[config.mk]
export PLATFORM = sky130hd
export DESIGN_NAME = run_sequencer_flat
export DESIGN_NICKNAME = d
export VERILOG_FILES = /design/src/rtl/run_sequencer_if.sv /design/src/rtl/run_sequencer.sv /design/src/flat_wrapper.sv
export SDC_FILE = /design/constraint.sdc
export NUM_CORES = 1
export LEC_CHECK = 0
export BUFFER_PORTS_ARGS = -buffer_cell sky130_fd_sc_hd__buf_4
export CORE_ASPECT_RATIO = 1.2
export CORE_MARGIN = 2
export CORE_UTILIZATION = 46
export DETAILED_ROUTE_END_ITERATION = 10
export GPL_TIMING_DRIVEN = 0
export PLACE_DENSITY = 0.77
export SLEW_MARGIN = 20
export SYNTH_ARGS = -nofsm -noshare
export SYNTH_HDL_FRONTEND = slang
export SYNTH_SLANG_ARGS = --single-unit
export TNS_END_PERCENT = 50
[constraint.sdc]
create_clock -name clk -period 1.6 [get_ports clk]
set_input_delay 0 -clock clk [delete_from_list [all_inputs] [get_ports clk]]
set_output_delay 0 -clock clk [all_outputs]
set_load 0.01 [all_outputs]
[src/rtl/run_sequencer_if.sv]
// Handshake and strobe bundle between the bench/decoder side and the run sequencer.
interface run_sequencer_if #(
    parameter int unsigned D  = 12,
    parameter int unsigned CW = 16
) ();
    logic          req;
    logic [D-1:0]  prog_ctr;
    logic          halt;
    logic          rd_mem;
    logic          wr_mem_req;
    logic          reg_write_req;
    logic          pc_init;
    logic          pc_en;
    logic          sc_clr;
    logic          reg_write;
    logic          mem_write;
    logic          busy;
    logic          done;
    logic          timeout;
    logic [CW-1:0] cycle_cnt;

    modport master (
        output req, prog_ctr, halt, rd_mem, wr_mem_req, reg_write_req,
        input  pc_init, pc_en, sc_clr, reg_write, mem_write, busy, done, timeout, cycle_cnt
    );

    modport slave (
        input  req, prog_ctr, halt, rd_mem, wr_mem_req, reg_write_req,
        output pc_init, pc_en, sc_clr, reg_write, mem_write, busy, done, timeout, cycle_cnt
    );
endinterface

[src/rtl/run_sequencer.sv]
// Run controller for the accumulator core: req/done handshake, PC/shift-carry init,
// load stalls, write gating and run termination (halt, end PC, cycle budget).
module run_sequencer #(
    parameter int unsigned D         = 12,
    parameter int unsigned END_PC    = 128,
    parameter int unsigned LOAD_WAIT = 1,
    parameter int unsigned CW        = 16,
    parameter int unsigned MAX_CYC   = 4000
) (
    input logic           clk,
    input logic           reset,
    run_sequencer_if.slave bus
);
    localparam int unsigned    SW          = 3;
    localparam logic [D-1:0]   END_PC_W    = D'(END_PC);
    localparam logic [CW-1:0]  BUDGET_LAST = CW'(MAX_CYC - 1);
    localparam bit             BUDGET_EN   = (MAX_CYC != 0);
    localparam bit             LOAD_STALLS = (LOAD_WAIT != 0);

    typedef enum logic [2:0] {
        S_IDLE,
        S_INIT,
        S_RUN,
        S_STALL,
        S_DONE
    } state_e;

    state_e         state_q, state_d;
    logic [SW-1:0]  stall_q, stall_d;
    logic [CW-1:0]  cycle_cnt_q, cycle_cnt_d;
    logic           timeout_q, timeout_d;

    logic           pc_init_c, pc_en_c, sc_clr_c, reg_write_c, mem_write_c, busy_c, done_c;
    logic [CW-1:0]  cycle_inc;
    logic           budget_last;
    logic           run_end;

    // Cycle counter saturates instead of wrapping.
    assign cycle_inc   = (cycle_cnt_q == '1) ? cycle_cnt_q : cycle_cnt_q + CW'(1);
    assign budget_last = BUDGET_EN && (cycle_cnt_q == BUDGET_LAST);
    assign run_end     = bus.halt || (bus.prog_ctr == END_PC_W);

    always_ff @(posedge clk or negedge reset) begin
        if (!reset) begin
            state_q     <= S_IDLE;
            stall_q     <= '0;
            cycle_cnt_q <= '0;
            timeout_q   <= 1'b0;
        end else begin
            state_q     <= state_d;
            stall_q     <= stall_d;
            cycle_cnt_q <= cycle_cnt_d;
            timeout_q   <= timeout_d;
        end
    end

    // Next state and enables; only the store/reg-write strobes pass straight through.
    always_comb begin
        state_d     = state_q;
        stall_d     = stall_q;
        cycle_cnt_d = cycle_cnt_q;
        timeout_d   = timeout_q;
        pc_init_c   = 1'b0;
        pc_en_c     = 1'b0;
        sc_clr_c    = 1'b0;
        reg_write_c = 1'b0;
        mem_write_c = 1'b0;
        busy_c      = 1'b0;
        done_c      = 1'b0;

        case (state_q)
            S_IDLE: begin
                if (bus.req) state_d = S_INIT;
            end

            S_INIT: begin
                pc_init_c   = 1'b1;
                sc_clr_c    = 1'b1;
                busy_c      = 1'b1;
                cycle_cnt_d = '0;
                timeout_d   = 1'b0;
                state_d     = S_RUN;
            end

            S_RUN: begin
                busy_c      = 1'b1;
                cycle_cnt_d = cycle_inc;
                if (run_end) begin
                    state_d = S_DONE;
                end else if (budget_last) begin
                    // The last budgeted instruction still executes normally.
                    pc_en_c     = 1'b1;
                    reg_write_c = bus.reg_write_req;
                    mem_write_c = bus.wr_mem_req;
                    timeout_d   = 1'b1;
                    state_d     = S_DONE;
                end else if (LOAD_STALLS && bus.rd_mem) begin
                    stall_d = SW'(LOAD_WAIT);
                    state_d = S_STALL;
                end else begin
                    pc_en_c     = 1'b1;
                    reg_write_c = bus.reg_write_req;
                    mem_write_c = bus.wr_mem_req;
                end
            end

            S_STALL: begin
                busy_c      = 1'b1;
                cycle_cnt_d = cycle_inc;
                stall_d     = stall_q - SW'(1);
                if (budget_last) begin
                    stall_d   = '0;
                    timeout_d = 1'b1;
                    state_d   = S_DONE;
                end else if (stall_q == SW'(1)) begin
                    // Load data is valid now: commit the register write and advance.
                    pc_en_c     = 1'b1;
                    reg_write_c = bus.reg_write_req;
                    state_d     = S_RUN;
                end
            end

            S_DONE: begin
                done_c = 1'b1;
                if (!bus.req) state_d = S_IDLE;
            end

            default: begin
                state_d = S_IDLE;
            end
        endcase
    end

    assign bus.pc_init   = pc_init_c;
    assign bus.pc_en     = pc_en_c;
    assign bus.sc_clr    = sc_clr_c;
    assign bus.reg_write = reg_write_c;
    assign bus.mem_write = mem_write_c;
    assign bus.busy      = busy_c;
    assign bus.done      = done_c;
    assign bus.timeout   = timeout_q;
    assign bus.cycle_cnt = cycle_cnt_q;
endmodule

[src/flat_wrapper.sv]
// flat-port wrapper written by rule: the top's interface ports become plain ports
module run_sequencer_flat 
#(
    parameter int unsigned D         = 12,
    parameter int unsigned END_PC    = 128,
    parameter int unsigned LOAD_WAIT = 1,
    parameter int unsigned CW        = 16,
    parameter int unsigned MAX_CYC   = 4000
)
  (clk, reset, bus_req, bus_prog_ctr, bus_halt, bus_rd_mem, bus_wr_mem_req, bus_reg_write_req, bus_pc_init, bus_pc_en, bus_sc_clr, bus_reg_write, bus_mem_write, bus_busy, bus_done, bus_timeout, bus_cycle_cnt);
  run_sequencer_if #(.D(D), .CW(CW)) bus_i ();
  input logic clk;
  input logic reset;
  input wire logic [$bits(bus_i.req)-1:0] bus_req;
  input wire logic [$bits(bus_i.prog_ctr)-1:0] bus_prog_ctr;
  input wire logic [$bits(bus_i.halt)-1:0] bus_halt;
  input wire logic [$bits(bus_i.rd_mem)-1:0] bus_rd_mem;
  input wire logic [$bits(bus_i.wr_mem_req)-1:0] bus_wr_mem_req;
  input wire logic [$bits(bus_i.reg_write_req)-1:0] bus_reg_write_req;
  output wire logic [$bits(bus_i.pc_init)-1:0] bus_pc_init;
  output wire logic [$bits(bus_i.pc_en)-1:0] bus_pc_en;
  output wire logic [$bits(bus_i.sc_clr)-1:0] bus_sc_clr;
  output wire logic [$bits(bus_i.reg_write)-1:0] bus_reg_write;
  output wire logic [$bits(bus_i.mem_write)-1:0] bus_mem_write;
  output wire logic [$bits(bus_i.busy)-1:0] bus_busy;
  output wire logic [$bits(bus_i.done)-1:0] bus_done;
  output wire logic [$bits(bus_i.timeout)-1:0] bus_timeout;
  output wire logic [$bits(bus_i.cycle_cnt)-1:0] bus_cycle_cnt;
  assign bus_i.req = bus_req;
  assign bus_i.prog_ctr = bus_prog_ctr;
  assign bus_i.halt = bus_halt;
  assign bus_i.rd_mem = bus_rd_mem;
  assign bus_i.wr_mem_req = bus_wr_mem_req;
  assign bus_i.reg_write_req = bus_reg_write_req;
  assign bus_pc_init = bus_i.pc_init;
  assign bus_pc_en = bus_i.pc_en;
  assign bus_sc_clr = bus_i.sc_clr;
  assign bus_reg_write = bus_i.reg_write;
  assign bus_mem_write = bus_i.mem_write;
  assign bus_busy = bus_i.busy;
  assign bus_done = bus_i.done;
  assign bus_timeout = bus_i.timeout;
  assign bus_cycle_cnt = bus_i.cycle_cnt;
  run_sequencer #(.D(D), .END_PC(END_PC), .LOAD_WAIT(LOAD_WAIT), .CW(CW), .MAX_CYC(MAX_CYC)) u_core (.clk(clk), .reset(reset), .bus(bus_i));
endmodule
==> reports/metrics.csv <==
stage,metric,value,unit
global_route,grt_pass1_vias,1888,
hold_path,min_delay_path_depth,4,
synthesis,synth.yosys.seq_area_share,39.2,%
worst_setup_path,worst-r2r-cell-count,4,
routing,final_antenna_net_count,0,
clocking,tritoncts_buffer_count,3,
floorplan,ios,43,
place,dp.final_hpwl,2.91,mm
cells_and_area,post_route_cells_drive_above_1_share,52.4,%
routing,drt_first_iter_violations,154,
power_and_ir_drop,static-leakage-power,1.11,nW
sta,clock-skew-final,6.66,ps
floorplan,floorplan.die_area,3660,µm²
floorplan,core,3060,µm²
floorplan,floorplan.die.height,65.9,µm
synthesis,ys_async_sr_fraction,100,%
synthesis,postSynthNetCount,187,
power_and_ir_drop,fin_total_pwr,2.52,mW
worst_setup_path,setup.worst_path.end_class,flop,
worst_setup_path,crit-reg2reg-launch,u_core.bus.cycle_cnt[9],
sta,ratio_of_final_minimum_period_to_clock_period,115,%
sta,slack_of_the_critical_path,-241,ps
hold_path,min-delay-start,bus_halt,
cells_and_area,multiInputGateArea,978,µm²
floorplan,start_util,48.0,%
floorplan,die_width,55.5,µm
sta,grt_setup_unrepaired,true,
synthesis,yosys_most_used_dff,dfrtp_1,
hold_path,hold_path_end,u_core.bus.timeout,
global_route,grt_pass1_wl,8.38,mm
cells_and_area,highest_count_cells_in_the_layout_ignoring_fill_and_taps,"buf_4, dfrtp_1, nand2_1",
synthesis,syn-instance-count,165,
worst_setup_path,arrival,2120,ps
run_status,status,finished with violations,
clocking,ctsHtreeMaxLevel,1,
sta,worst_slew_pin_slew,459,ps
routing,num_vias,1829,
sta,min_clock_period_post_route,1840,ps
cells_and_area,nFillCells,185,
synthesis,yosysWarnings,0,
global_route,global_route.usage.total,28.8,%
sta,report.final.slew_viol_count,0,
clocking,clock_tree.root_cell,clkbuf_4,
floorplan,placement_rows,22,
global_route,maximum_number_of_pins_on_one_net_before_global_route_repair,24,
clocking,cts.path.max_buffers,2,
flow_run,maxCapViolations,0,
cells_and_area,nets,273,
place,io_buffer_count,42,
sta,setup_viol,25,
place,placedInstanceArea,1870,µm²
cells_and_area,layout_commonest_cell,buf_4,
worst_setup_path,timing.rr.end,u_core.bus.cycle_cnt[15],
clocking,clock_latency_reported_for_the_late_side_of_the_worst_skew_pair,340,ps
cells_and_area,areaGrowthSynthToFinish,63.6,%
clocking,clk_transition_reported_paths,140,ps
worst_setup_path,crit_path_start_kind,flop,
clocking,cts_tree,yes,
worst_setup_path,worst_ep_required_time,1870,ps
worst_setup_path,crit_fanout,3,
clocking,clock_sink_count,23,
worst_setup_path,crit_type,flop to flop,
power_and_ir_drop,max_rail_drop_vdd,0.874,mV
sta,timing_hold_violations_final,0,
cells_and_area,diodes,0,
cells_and_area,finalInstanceArea,2400,µm²
routing,routed_via_density,6.40,
routing,drc_errors,0,
sta,maxClockFrequency,543,MHz
run_status,failed_checks,negative setup slack,
power_and_ir_drop,power_per_cell_area,1050,nW/µm²
place,place_congestion,0.867,
global_route,antenna_found_initial,0,
global_route,overflow,0,
worst_setup_path,rrSetupSlack,-240,ps
synthesis,syn_area_per_cell,8.89,µm²
routing,first_pass_iters,4,
synthesis,synth_cell_type_count,39,
routing,drt_wl_total,5.38,mm
synthesis,postSynthRegisterBits,23,
synthesis,edff_count_synth,0,
cells_and_area,area_used_by_sequential_logic_in_the_layout,586,µm²
synthesis,synth.cell_area,1470,µm²
sta,worst_slew_margin_rel,69.3,%
hold_path,min-delay-path-class,primary input to flop,
routing,wire_per_inst,18.8,µm
[per-stage QoR]
stage | hold WS (ps) | util, % | setup TNS [ps] | std cells | setup WS (ps)
2_1_floorplan | -296 | - | -608 | 165 | -147
3_3_place_gp | -93.3 | 61.1 | -3290 | 243 | -276
3_5_place_dp | -88.8 | 61.1 | -4250 | 243 | -319
4_1_cts | 25.0 | 74.9 | -1800 | 279 | -176
5_1_grt | 43.9 | 78.5 | -5160 | 286 | -318
6_report | 11.8 | 78.5 | -3550 | 286 | -241
[sequential cells by signal, summed over array words and instances, names as in the netlist]
register and count:
u_core.state_q 3, u_core.stall_q 3, u_core.bus.cycle_cnt 16, u_core.bus.timeout 1
[critical path, stage by stage (launching register included)]
cell and delay (ps):
dfrtp_1 440, nand4_1 210, or4_4 570, or4_4 430
a21oi_2 130
[power breakdown]
group	internal, mW	leakage [nW]	switching, mW
Sequential	0.692	0.292	0.0983
Combinational	0.722	0.800	0.708
Clock	0.0943	0.0177	0.205
[worst max path at each step]
stage / slack [ps] / start / end
5_1_grt: -320 / u_core.bus.cycle_cnt[14] / bus_pc_en
6_report: -240 / u_core.bus.cycle_cnt[9] / u_core.bus.cycle_cnt[15]
3_3_place_gp: -280 / u_core.state_q[2] / u_core.bus.cycle_cnt[9]
3_5_place_dp: -320 / u_core.state_q[2] / u_core.bus.cycle_cnt[9]
4_1_cts: -180 / u_core.bus.cycle_cnt[1] / bus_pc_en
2_1_floorplan: -150 / u_core.bus.cycle_cnt[3] / u_core.bus.cycle_cnt[14]
[cell families (layout without fill, tap and decap cells)]
kind of cell | count (synthesis) | in the layout | share of synthesized area [%]
flops | 23 | 23 | 39.2
simple gates | 75 | 75 | 30.7
buf+inv | 18 | 103 | 5.12
mux | 4 | 4 | 2.82
compound gates | 42 | 42 | 19.5
fa+ha+maj | 3 | 3 | 2.56
[layer usage]
layer / up-vias / share of wire, % / track usage [%]
met2: 114 / 52 / 56.4
met4: 0 / 5.6 / 15.5
met5: - / 0 / 0
li1: 802 / - / -
met1: 877 / 35 / 29.9
met3: 36 / 6.8 / 2.94
[layout make-up]
| class | count | share of cell area, % |
|---|---|---|
| multi-input combinational | 124 | 40.8 |
| clock buffer | 3 | 0.939 |
| tap | 36 | 1.88 |
| buffer | 8 | 3.60 |
| inverter | 8 | 1.36 |
| sequential | 23 | 24.4 |
| clock inverter | 1 | 0.209 |
| timing repair buffer | 83 | 26.8 |
[Yosys cell counts, types with 5 or more instances]
| cell type | number | area share, % |
|---|---|---|
| clkbuf_1 | 6 | 1.5 |
| or4_1 | 9 | 4.6 |
| nand2_1 | 15 | 3.8 |
| inv_1 | 8 | 2.0 |
| o21ai_0 | 5 | 1.7 |
| o31ai_1 | 9 | 4.6 |
| dfrtp_1 | 23 | 39 |
| a21oi_1 | 12 | 4.1 |
| nand4_1 | 5 | 2.1 |
| nor4_1 | 5 | 2.1 |
| nor2_1 | 11 | 2.8 |
[repair_timing]
| action | CTS | global route |
|---|---|---|
| pin swaps | 21 | 16 |
| hold endpoints to repair | 24 | 0 |
| resized for setup | 41 | 25 |
| cloned | 3 | 0 |
| buffers inserted | 29 | 7 |
| endpoints found under the setup margin | 29 | 28 |
| hold buffers | 2 | 0 |
(Power assumes the default switching activity.)
